## config.mk

```make
export PLATFORM = sky130hd
export DESIGN_NAME = fifo_rd_stream
export DESIGN_NICKNAME = d
export VERILOG_FILES = /design/src/rtl/fifo_rd_pkg.sv /design/src/rtl/fifo_rd_skid.sv /design/src/rtl/fifo_rd_stream.sv
export SDC_FILE = /design/constraint.sdc
export NUM_CORES = 1
export LEC_CHECK = 0
export BUFFER_PORTS_ARGS = -buffer_cell sky130_fd_sc_hd__buf_4
export CAP_MARGIN = 20
export CORE_MARGIN = 2
export CORE_UTILIZATION = 45
export CTS_CLUSTER_DIAMETER = 60
export DETAILED_ROUTE_END_ITERATION = 12
export GPL_TIMING_DRIVEN = 0
export PLACE_DENSITY = 0.71
export SYNTH_ARGS = -nofsm -noshare
export SYNTH_HDL_FRONTEND = slang
export SYNTH_HIERARCHICAL = 1
export SYNTH_SLANG_ARGS = --single-unit
```

## constraint.sdc

```tcl
create_clock -name i_clk -period 4.1 [get_ports i_clk]
set_clock_uncertainty 0.05 [all_clocks]
set_input_delay 0.82 -clock i_clk [delete_from_list [all_inputs] [get_ports i_clk]]
set_output_delay 0.82 -clock i_clk [all_outputs]
set_load 0.03 [all_outputs]
```

## src/rtl/fifo_rd_pkg.sv

```systemverilog
// Shared types and sizing helpers for the sync_fifo read-side streamer.
package fifo_rd_pkg;

  typedef enum logic [1:0] {
    ST_IDLE    = 2'd0,
    ST_ISSUE   = 2'd1,
    ST_BACKOFF = 2'd2,
    ST_DRAIN   = 2'd3
  } state_t;

  localparam int DEF_DW = 64;
  localparam int DEF_CW = 16;

  // Wide enough for occ + in-flight reads + the read strobe currently on the wire.
  function automatic int credit_w(input int buf_depth, input int rd_lat);
    return $clog2(buf_depth + rd_lat + 2);
  endfunction

endpackage

```

## src/rtl/fifo_rd_skid.sv

```systemverilog
// Circular output buffer: captured FIFO words wait here until the consumer takes them.
module fifo_rd_skid
  import fifo_rd_pkg::*;
#(
  parameter int DW    = DEF_DW,
  parameter int DEPTH = 2,
  parameter int OCW   = 3
) (
  input  logic           clk,
  input  logic           rst,
  input  logic           push,
  input  logic [DW-1:0]  push_data,
  output logic           valid,
  output logic [DW-1:0]  data,
  input  logic           ready,
  output logic [OCW-1:0] occ,
  output logic           full
);

  localparam int PW = (DEPTH > 1) ? $clog2(DEPTH) : 1;

  logic [DW-1:0] mem [DEPTH];
  logic [PW-1:0] head;
  logic [PW-1:0] tail;
  logic          do_push;
  logic          do_pop;

  function automatic logic [PW-1:0] next_ptr(input logic [PW-1:0] p);
    return (p == PW'(DEPTH - 1)) ? '0 : p + PW'(1);
  endfunction

  // Transfer happens on any cycle with valid & ready; data holds while valid & !ready.
  assign valid   = (occ != '0);
  assign full    = (occ == OCW'(DEPTH));
  assign data    = mem[head];
  assign do_pop  = valid & ready;
  assign do_push = push & ~full;

  always_ff @(posedge clk or posedge rst) begin
    if (rst) begin
      head <= '0;
      tail <= '0;
      occ  <= '0;
      for (int i = 0; i < DEPTH; i++) mem[i] <= '0;
    end else begin
      if (do_push) begin
        mem[tail] <= push_data;
        tail      <= next_ptr(tail);
      end
      if (do_pop) head <= next_ptr(head);
      case ({do_push, do_pop})
        2'b10:   occ <= occ + OCW'(1);
        2'b01:   occ <= occ - OCW'(1);
        default: occ <= occ;
      endcase
    end
  end

endmodule

```

## src/rtl/fifo_rd_stream.sv

```systemverilog
// Drains sync_fifo's read port into a valid/ready stream, issuing reads only with buffer credit.
module fifo_rd_stream
  import fifo_rd_pkg::*;
#(
  parameter int DW        = DEF_DW,
  parameter int RD_LAT    = 1,
  parameter int BUF_DEPTH = 2,
  parameter int BACKOFF   = 4,
  parameter int CW        = DEF_CW
) (
  input  logic          i_clk,
  input  logic          i_rst,
  input  logic          i_en,
  output logic          o_fifo_rden,
  input  logic [DW-1:0] i_fifo_data,
  input  logic          i_fifo_data_vld,
  input  logic          i_fifo_underflow,
  output logic [DW-1:0] o_m_data,
  output logic          o_m_valid,
  input  logic          i_m_ready,
  output logic          o_busy,
  output logic [CW-1:0] o_empty_cnt,
  output logic          o_proto_err,
  output state_t        o_state
);

  localparam int OCW = credit_w(BUF_DEPTH, RD_LAT);
  localparam int BW  = (BACKOFF > 1) ? $clog2(BACKOFF) : 1;
  localparam logic [BW-1:0] BO_LOAD = BW'((BACKOFF > 0) ? BACKOFF - 1 : 0);

  state_t          state;
  state_t          state_d;
  logic [RD_LAT-1:0] sr;
  logic [BW-1:0]   bo_cnt;
  logic [BW-1:0]   bo_cnt_d;
  logic [OCW-1:0]  occ;
  logic [OCW-1:0]  sr_cnt;
  logic [OCW-1:0]  credit_sum;
  logic            credit;
  logic            full;
  logic            pop;
  logic            tail;
  logic            capture;
  logic            under_evt;
  logic            resp_err;
  logic            rden_d;

  always_comb begin
    sr_cnt = '0;
    for (int i = 0; i < RD_LAT; i++) sr_cnt = sr_cnt + OCW'(sr[i]);
  end

  // The strobe on the wire this cycle is not yet in sr, so it is charged against credit too.
  assign tail       = sr[RD_LAT-1];
  assign pop        = o_m_valid & i_m_ready;
  assign credit_sum = occ + sr_cnt + OCW'(o_fifo_rden) - OCW'(pop);
  assign credit     = (credit_sum < OCW'(BUF_DEPTH));

  assign under_evt = tail & i_fifo_underflow & ~i_fifo_data_vld;
  assign capture   = tail & i_fifo_data_vld & ~i_fifo_underflow & ~full;
  assign resp_err  = (~tail & (i_fifo_data_vld | i_fifo_underflow))
                   | (tail & (i_fifo_data_vld == i_fifo_underflow))
                   | (tail & i_fifo_data_vld & ~i_fifo_underflow & full);

  always_comb begin
    state_d  = state;
    bo_cnt_d = bo_cnt;
    rden_d   = 1'b0;
    case (state)
      ST_IDLE: if (i_en) state_d = ST_ISSUE;
      ST_ISSUE: begin
        if (under_evt && (BACKOFF != 0)) begin
          state_d  = ST_BACKOFF;
          bo_cnt_d = BO_LOAD;
        end else if (!i_en) begin
          state_d = ST_DRAIN;
        end else begin
          rden_d = credit;
        end
      end
      ST_BACKOFF: begin
        if (under_evt)             bo_cnt_d = BO_LOAD;
        else if (bo_cnt == '0)     state_d  = i_en ? ST_ISSUE : ST_DRAIN;
        else                       bo_cnt_d = bo_cnt - BW'(1);
      end
      ST_DRAIN: if ((sr_cnt == '0) && !o_fifo_rden) state_d = ST_IDLE;
      default: state_d = ST_IDLE;
    endcase
  end

  always_ff @(posedge i_clk or posedge i_rst) begin
    if (i_rst) begin
      state       <= ST_IDLE;
      sr          <= '0;
      bo_cnt      <= '0;
      o_fifo_rden <= 1'b0;
      o_empty_cnt <= '0;
      o_proto_err <= 1'b0;
    end else begin
      state       <= state_d;
      sr          <= RD_LAT'({sr, o_fifo_rden});
      bo_cnt      <= bo_cnt_d;
      o_fifo_rden <= rden_d;
      if (under_evt && (o_empty_cnt != '1)) o_empty_cnt <= o_empty_cnt + CW'(1);
      if (resp_err) o_proto_err <= 1'b1;
    end
  end

  fifo_rd_skid #(
    .DW    (DW),
    .DEPTH (BUF_DEPTH),
    .OCW   (OCW)
  ) u_skid (
    .clk       (i_clk),
    .rst       (i_rst),
    .push      (capture),
    .push_data (i_fifo_data),
    .valid     (o_m_valid),
    .data      (o_m_data),
    .ready     (i_m_ready),
    .occ       (occ),
    .full      (full)
  );

  assign o_busy  = (sr_cnt != '0) | o_fifo_rden | o_m_valid | (state != ST_IDLE);
  assign o_state = state;

endmodule

```

==> results of run 1 <==
==> layout make-up <==
| type | instances | area [um2] | share of cell area |
|---|---|---|---|
| flip-flops and latches | 156 | 3900 | 0.428 |
| multi-input cells | 291 | 2960 | 0.324 |
| repair buffers | 158 | 1220 | 0.134 |
| clock buffers | 25 | 505 | 0.0554 |
| well taps | 211 | 264 | 0.0289 |
| plain buffers | 22 | 173 | 0.0189 |
| inverters | 16 | 63.8 | 0.00699 |
| clock inverters | 2 | 35.0 | 0.00384 |
==> cell usage after synthesis (all sizes together) (2+ instances only) <==
cell / count / area [um2]
or3: 2 / 12.5
fa: 2 / 40.0
buf: 19 / 161
mux2: 194 / 2180
nor2: 8 / 32.5
nor4: 2 / 27.5
nand4: 4 / 31.3
ha: 6 / 75.1
nor3b: 5 / 48.8
and2: 3 / 18.8
nor4b: 3 / 32.5
nand2: 10 / 37.5
nor3: 9 / 45.0
xnor2: 6 / 52.6
dfrtp: 156 / 3900
xor2: 15 / 131
inv: 16 / 60.1
nand3: 4 / 20.0
mux2i: 2 / 20.0
clkbuf: 3 / 11.3
==> layer usage <==
layer / vias to the layer above / routed length (um)
met2: 113 / 7850
met1: 2324 / 6420
met4: 0 / 254
met3: 17 / 607
li1: 2079 / -
met5: - / 0
==> worst min path at each step <==
| stage | from | end | depth (start not counted) |
|---|---|---|---|
| detailed placement | o_fifo_rden | sr | 0 |
| finish | i_rst | u_skid/mem[69] | 2 |
| global route | i_rst | u_skid/mem[68] | 2 |
| CTS | i_rst | u_skid/mem[8] | 2 |
| floorplan | u_skid/tail | u_skid/tail | 1 |
| global placement | o_fifo_rden | sr | 0 |
==> power groups by stage <==
stage | combinational, W | clock, W | sequential (W)
floorplan | 0.00149 | 0 | 0.00214
detailed placement | 0.00217 | 0 | 0.00217
CTS | 0.00218 | 0.00150 | 0.00215
finish | 0.00215 | 0.00145 | 0.00215
global placement | 0.00210 | 0 | 0.00214
global route | 0.00230 | 0.00155 | 0.00220
==> logic make-up after synthesis <==
family | count (synthesis)
multiplexers | 197
flip-flops | 156
AND/OR/NAND/NOR | 58
buffers and inverters | 38
XOR/XNOR | 21
adder cells (fa/ha/maj) | 8
AO/OA/AOI/OAI | 7
==> sequential cells by signal (all words and copies together) (netlist names) <==
name	cells
o_fifo_rden	1
sr	1
o_state	2
u_skid/head	1
u_skid/occ	3
bo_cnt	2
o_empty_cnt	16
u_skid/tail	1
u_skid/mem	128
o_proto_err	1
==> metrics by stage <==
| step | util | total power (W) | setup slack [ns] |
|---|---|---|---|
| 2_1_floorplan | - | 0.00363 | 1.23 |
| 3_3_place_gp | 0.557 | 0.00424 | 0.842 |
| 3_5_place_dp | 0.561 | 0.00434 | 1.13 |
| 4_1_cts | 0.596 | 0.00582 | 0.944 |
| 5_1_grt | 0.596 | 0.00605 | 0.910 |
| 6_report | 0.596 | 0.00575 | 1.02 |
==> flow_summary.ini, run 1 <==
[floorplanning]
fp.dieW_um = 130
fp.dieH_um = 130
io_pins = 156
dieArea_um2 = 16800
core_um2 = 15300
initial_core_util = 0.463
rows = 45

[setup_path]
cp-endpoint = o_m_data[55]
crit_family = buffers and inverters
reg2reg_from = u_skid/occ[2]
crit_start = u_skid/head
end_kind = output port
rrSetupSlack_ns = 1.19
cp-start-kind = flop
r2r_cells = 10
critical_path_buf_inv_count = 3
path_depth = 4
crit_type = reg2out
required_ns = 3.23
r2r_end = o_fifo_rden
cp_cell_sequence = clkbuf_1, buf_2, mux2_2, buf_4
path_max_fanout = 10
crit_arrival_ns = 2.21
slowest_stage = clkbuf_1
slowest_delay_ns = 0.51

[sta]
timing.final.crit_share = 0.752
hold_viol_final = 0
tightest_slew_ns = 0.922
fin_crit_ns = 3.08
slew_violations = 0
rsz0062_at_grt = no
clock.fmax_mhz = 324
tns_ns = 0
holdWs_ns = 0.342
slew_headroom = 0.384
setup_viol = 0

[routing]
antenna_left = 0
drcViolationCount = 0
dr.pass1.iters = 4
wl_per_cell_um = 17.2
wirelength_um = 15100
vias_per_cell = 5.15
drt_iter0_drc = 156
dr_total_vias = 4533

[placement]
io_buffer_count = 155
dpl_cell_area_um2 = 8580
place_congestion = 0.793
placed_cells = 854
dp_hpwl_um = 11000

[cts]
clock_path_buffers = 2
cts_buffers = 17
cts_tree = built
clockRootBuffer = clkbuf_16
htreeDepth = 4
cts_resized = 0
cts_sinks = 156
clk_pin_slew_ns = 0.06
clk_latency_ns = 0.41
post_cts_buffers = 0
cts_hold_buf = 0

[finish]
final_cell_area_um2 = 9130
finalNetCount = 740
fillers = 1233
layoutNonFillerInstCount = 881
diodes = 0
layout_commonest_cell = mux2_2
drive_above_1_share = 0.606
final_cell_mix = mux2_2 (194), buf_4 (159), dfrtp_1 (156)
area_growth_pct = 28.6

[logic_synthesis]
synth_top_family_by_area = multiplexers
avgSynthCellArea_um2 = 14.6
syn-cell-area_um2 = 7090
yosysSeqAreaShare = 0.550
ys.flop_type = dfrtp_1
synth-simple-area-share = 0.0533
synthDistinctLibCells = 44
synthMuxAreaShare = 0.314
netlist_instances = 485
synth-compound-area-share = 0.00741
synthXorXnorAreaFrac = 0.0259
synth-edff-count = 0
synthAdderAreaFrac = 0.0162
ys.warnings.count = 6
synth_seq_cells = 156
async_flop_share = 1.00
syn-num-nets = 563

[power]
sequentialPowerShare = 0.373
combPwrFrac = 0.373
power.density_nw_per_um2 = 630
cellLeakagePower_nw = 4.71
p_switching_w = 0.00189
ir_worst_vdd_mv = 0.309
netSwitchingFraction = 0.330
p_int_w = 0.00385
clock_power_share = 0.253

[global_routing]
antenna_found_initial = 0
gr-usage-met3 = 0.0409
grt_max_degree = 44
grt_pass1_vias = 4858
grt_first_pass_wirelength_um = 23900
overflow = 0
gr-max-usage-layer = met2
grt_usage = 0.185
grt_use_met2 = 0.322
use_met1 = 0.225

[flow_run]
max_cap_viol_count = 0

[worst_hold_path]
hold_class = in2async

[outcome]
status = completed
Power figures use the tool's default switching activity.
==> run 2: changes to the inputs <==
==> constraint.sdc (replaced) <==
create_clock -name i_clk -period 2.75 [get_ports i_clk]
set_clock_uncertainty 0.05 [all_clocks]
set_input_delay 0.55 -clock i_clk [delete_from_list [all_inputs] [get_ports i_clk]]
set_output_delay 0.55 -clock i_clk [all_outputs]
set_load 0.03 [all_outputs]
==> flow_summary.ini, run 2 (same netlist as run 1, synthesis figures left out) <==
[outcome]
status = completed

[cts]
clockRootBuffer = clkbuf_16
clk_latency_ns = 0.41
cts_sinks = 156
clock_path_buffers = 2
cts_buffers = 17
htreeDepth = 4
clk_pin_slew_ns = 0.06
cts_tree = built

[sta]
finalWorstSetupSlack_ns = 0.0500
fin_crit_ns = 2.70
clock.fmax_mhz = 370
slew_headroom = 0.392
hold_viol_final = 0
rsz0062_at_grt = yes
slew_violations = 0
tightest_slew_ns = 0.911
timing.final.crit_share = 0.982
setup_viol = 0

[finish]
finalNetCount = 744
diodes = 0
final_util = 0.606
layout_commonest_cell = mux2_2
regMostFlops = u_skid/mem
area_growth_pct = 30.8
reg.largest.list = u_skid/mem: 128 flops, o_empty_cnt: 16 flops, u_skid/occ: 3 flops
final_cell_mix = mux2_2 (194), buf_4 (162), dfrtp_1 (154)
largest_register_ffs = 128
drive_above_1_share = 0.619

[setup_path]
path_max_fanout = 3
end_kind = flop
slowest_stage = dfrtp_2
crit_type = reg2reg
critical_path_buf_inv_count = 1
cp_cell_sequence = or3_4, and2_1, ha_1, inv_1, ha_1, a21o_1, fa_2, xnor2_1, xnor2_1, nor4b_2
cp-start-kind = flop
crit_family = adder cells
crit_arrival_ns = 2.97
rrSetupSlack_ns = 0.05
slowest_delay_ns = 0.40
required_ns = 3.02

[floorplanning]
fp.dieW_um = 130
rows = 45
io_pins = 156
fp.dieH_um = 130
dieArea_um2 = 16800
core_um2 = 15300
initial_core_util = 0.463

[routing]
drcViolationCount = 0
wirelength_um = 15000
antenna_left = 0
wl_met1_um = 6280
top_layer = met4
dr_total_vias = 4497
wl_per_cell_um = 16.9
wl_met2_um = 7730
drt_iter0_drc = 91
dr.pass1.iters = 4
dr_wl_met3_um = 702
vias_per_cell = 5.06

[power]
p_switching_w = 0.00288
sequentialPowerShare = 0.354
cellLeakagePower_nw = 4.78
combPwrFrac = 0.366
clock_power_share = 0.281
power.density_nw_per_um2 = 969
ir_worst_vdd_mv = 0.453
netSwitchingFraction = 0.321
p_int_w = 0.00610

[global_routing]
grt_usage = 0.184
antenna_found_initial = 0
grt_first_pass_wirelength_um = 23800
grt_pass1_vias = 4840
overflow = 0
grt_max_degree = 46

[flow_run]
max_cap_viol_count = 0

[placement]
dp_hpwl_um = 10900
place_ws_ns = -0.0611
place_congestion = 0.805
io_buffer_count = 155

[worst_hold_path]
hold_class = in2reg
[run 2: cell type report]
type                    count  area [um2]
fillers                  1253        6040
well taps                 211         264
repair buffers            162        1260
clock buffers              25         515
multi-input cells         291        2970
flip-flops and latches    156        3910
clock inverters             5         129
plain buffers              22         174
inverters                  16        63.8
[run 2: timing repair]
action	CTS	global route
cloned	0	0
pin swaps	1	2
resized for setup	3	2
endpoints found under the setup margin	51	1
hold buffers	1	0
buffers inserted	2	1
endpoints found under the hold margin	6	0
[run 2: final timing paths]
path,start,end,depth (start not counted)
max in group asynchronous,i_rst,u_skid/mem[31],6
min in group asynchronous,i_rst,u_skid/mem[7],3
worst max-delay path,u_skid/occ[0],o_fifo_rden,10
worst min-delay path,i_fifo_data[24],u_skid/mem[88],2
worst min register to register,o_fifo_rden,sr,0
worst max register to register,u_skid/occ[0],o_fifo_rden,10
[run 2: per-layer routing]
metal	GRT usage	up-vias
li1	-	2095
met1	0.220	2282
met2	0.319	100
met3	0.0446	20
met4	0.0772	0
met5	0	-
[run 2: worst reg2reg max path, delay by kind of cell, from the launching register on]
family / cells / cell delay [ns]
fa+ha+maj: 3 / 0.86
simple gates: 3 / 0.81
flops: 1 / 0.40
xor+xnor: 2 / 0.28
compound gates: 1 / 0.17
buf+inv: 1 / 0.04
[run 2: stage by stage]
stage          TNS (ns)  instances  total power, W  instance area [um2]  hold WS, ns
2_1_floorplan         0        485         0.00542                 7100        0.419
3_3_place_gp     -31.55        851         0.00633                 8530        0.361
3_5_place_dp    -0.0611        854         0.00648                 8590        0.363
4_1_cts               0        887         0.00906                 9260        0.302
5_1_grt         -0.0733        888         0.00943                 9280        0.309
6_report              0        888         0.00899                 9280        0.321
[run 2: power groups by stage]
stage               Sequential [W]  Clock [W]  Combinational, W
finish                     0.00318    0.00252           0.00329
global route               0.00325    0.00267           0.00351
CTS                        0.00318    0.00258           0.00330
detailed placement         0.00324          0           0.00324
global placement           0.00319          0           0.00314
floorplan                  0.00320          0           0.00223
==> run 3: changes to the inputs <==
--- a/config.mk
+++ b/config.mk
@@ -6,12 +6,12 @@
 export NUM_CORES = 1
 export LEC_CHECK = 0
 export BUFFER_PORTS_ARGS = -buffer_cell sky130_fd_sc_hd__buf_4
-export CAP_MARGIN = 20
 export CORE_MARGIN = 2
 export CORE_UTILIZATION = 45
 export CTS_CLUSTER_DIAMETER = 60
 export DETAILED_ROUTE_END_ITERATION = 12
 export GPL_TIMING_DRIVEN = 0
+export HOLD_SLACK_MARGIN = 0.1
 export PLACE_DENSITY = 0.71
 export SYNTH_ARGS = -nofsm -noshare
 export SYNTH_HDL_FRONTEND = slang
==> constraint.sdc (replaced) <==
create_clock -name i_clk -period 2.3 [get_ports i_clk]
set_clock_uncertainty 0.05 [all_clocks]
set_input_delay 0.46 -clock i_clk [delete_from_list [all_inputs] [get_ports i_clk]]
set_output_delay 0.46 -clock i_clk [all_outputs]
set_load 0.03 [all_outputs]
==> flow_summary.ini, run 3 (same netlist as run 1, synthesis figures left out) <==
[outcome]
status = finished with violations
violations = setup timing

[finish]
largest_register_ffs = 128
finalNetCount = 752
final_cell_mix = mux2_2 (194), buf_4 (167), dfrtp_1 (154)
layoutNonFillerInstCount = 896
regMostFlops = u_skid/mem
final_util = 0.615
final_cell_area_um2 = 9420
drive_above_1_share = 0.635
diodes = 0
reg.largest.list = u_skid/mem: 128 flops, o_empty_cnt: 16 flops, u_skid/occ: 3 flops
layout_commonest_cell = mux2_2
area_growth_pct = 32.8

[sta]
slew_violations = 0
hold_viol_final = 0
clock.fmax_mhz = 387
tightest_slew_ns = 0.888
slew_headroom = 0.407
setup_viol = 2
rsz0062_at_grt = yes
timing.final.crit_share = 1.12
fin_crit_ns = 2.59
holdWs_ns = 0.234
finalWorstSetupSlack_ns = -0.286

[routing]
dr_total_vias = 4547
drcViolationCount = 0
wl_per_cell_um = 17.1
antenna_left = 0
dr.pass1.iters = 4
wirelength_um = 15300
drt_iter0_drc = 109
vias_per_cell = 5.07

[floorplanning]
io_pins = 156
fp.dieW_um = 130
core_um2 = 15300
dieArea_um2 = 16800
initial_core_util = 0.463
rows = 45
fp.dieH_um = 130

[setup_path]
cp_cell_sequence = or3_4, and2_4, ha_4, inv_2, ha_4, a21o_1, fa_2, xnor2_2, xnor2_1, nor4b_2
path_max_fanout = 2
r2r_end = o_fifo_rden
slowest_delay_ns = 0.40
end_kind = flop
required_ns = 2.57
cp_common_cell = ha_4
crit_type = reg2reg
crit_family = adder cells
reg2reg_from = u_skid/occ[2]
cp-start-kind = flop
crit_arrival_ns = 2.86
critical_path_buf_inv_count = 1
r2r_cells = 10
rrSetupSlack_ns = -0.29
slowest_stage = dfrtp_2

[power]
power.total_w = 0.0109
power.density_nw_per_um2 = 1150
ir_worst_vdd_mv = 0.534
p_int_w = 0.00736
cellLeakagePower_nw = 4.84
p_switching_w = 0.00351
netSwitchingFraction = 0.323
sequentialPowerShare = 0.350
clock_power_share = 0.269
combPwrFrac = 0.381

[cts]
cts_tree = built
htreeDepth = 4
cts_sinks = 156
cts_buffers = 17
clk_latency_ns = 0.42
clock_path_buffers = 2
clk_pin_slew_ns = 0.06
clockRootBuffer = clkbuf_16

[global_routing]
grt_first_pass_wirelength_um = 24800
grt_max_degree = 44
antenna_found_initial = 0
grt_usage = 0.191
overflow = 0
grt_pass1_vias = 4997

[placement]
io_buffer_count = 155
place_congestion = 0.779
placed_cells = 854
dpl_cell_area_um2 = 8590
dp_hpwl_um = 11000

[worst_hold_path]
whs_endpoint = u_skid/mem[50]
hold_class = in2reg
min_from = i_fifo_data[50]
whs_path_depth = 2

[flow_run]
max_cap_viol_count = 0
[run 3: changes by cell type in the layout (fill, tap and decap cells not counted), moves of 2 or more]
cell | previous run | this run
buf_2 | 6 | 1
buf_4 | 162 | 167
buf_6 | 9 | 16
clkbuf_8 | 6 | 4
clkinv_2 | 0 | 2
ha_1 | 6 | 3
ha_4 | 0 | 2
[run 3: metal layers]
| metal | GRT usage | wire, um | vias to the layer above |
|---|---|---|---|
| li1 | - | - | 2109 |
| met1 | 0.235 | 6480 | 2310 |
| met5 | 0 | 0 | - |
| met4 | 0.0696 | 294 | 0 |
| met2 | 0.326 | 7790 | 106 |
| met3 | 0.0483 | 778 | 22 |
[run 3: power by group through the flow]
| stage | Sequential (W) | Combinational (W) | Clock [W] |
|---|---|---|---|
| 6_report | 0.00381 | 0.00414 | 0.00292 |
| 5_1_grt | 0.00390 | 0.00444 | 0.00310 |
| 4_1_cts | 0.00381 | 0.00414 | 0.00299 |
| 3_5_place_dp | 0.00388 | 0.00387 | 0 |
| 3_3_place_gp | 0.00381 | 0.00377 | 0 |
| 2_1_floorplan | 0.00382 | 0.00266 | 0 |
[run 3: worst max path at each step]
stage | startpoint | end | depth (start not counted)
final | u_skid/occ[2] | o_fifo_rden | 10
after global placement | i_rst | u_skid/mem[95] | 2
after global routing | u_skid/occ[2] | o_fifo_rden | 10
after floorplan | u_skid/occ[0] | o_fifo_rden | 10
after CTS | u_skid/occ[2] | o_fifo_rden | 10
after detailed placement | u_skid/occ[0] | o_fifo_rden | 10
[run 3: repair_timing]
| item | 4_1_cts | 5_1_grt |
|---|---|---|
| pin swaps | 10 | 13 |
| endpoints found under the setup margin | 126 | 124 |
| setup buffers | 9 | 2 |
| cloned | 0 | 0 |
| endpoints found under the hold margin | 21 | 0 |
| hold buffers | 1 | 0 |
| gates resized for setup | 24 | 5 |
[run 3: area by class of cell]
class | count | area [um2]
Fill cell | 1231 | 5890
Sequential cell | 156 | 3910
Multi-Input combinational cell | 291 | 3020
Timing Repair Buffer | 170 | 1340
Clock buffer | 23 | 478
Tap cell | 211 | 264
Buffer | 22 | 215
Clock inverter | 7 | 138
Inverter | 16 | 63.8
[run 3: through the flow]
step                TNS [ns]  setup slack (ns)
detailed placement     -8.63            -0.566
global placement      -86.58            -0.617
CTS                   -0.782            -0.465
global route          -0.785            -0.392
finish                -0.570            -0.286
floorplan             -0.431            -0.431
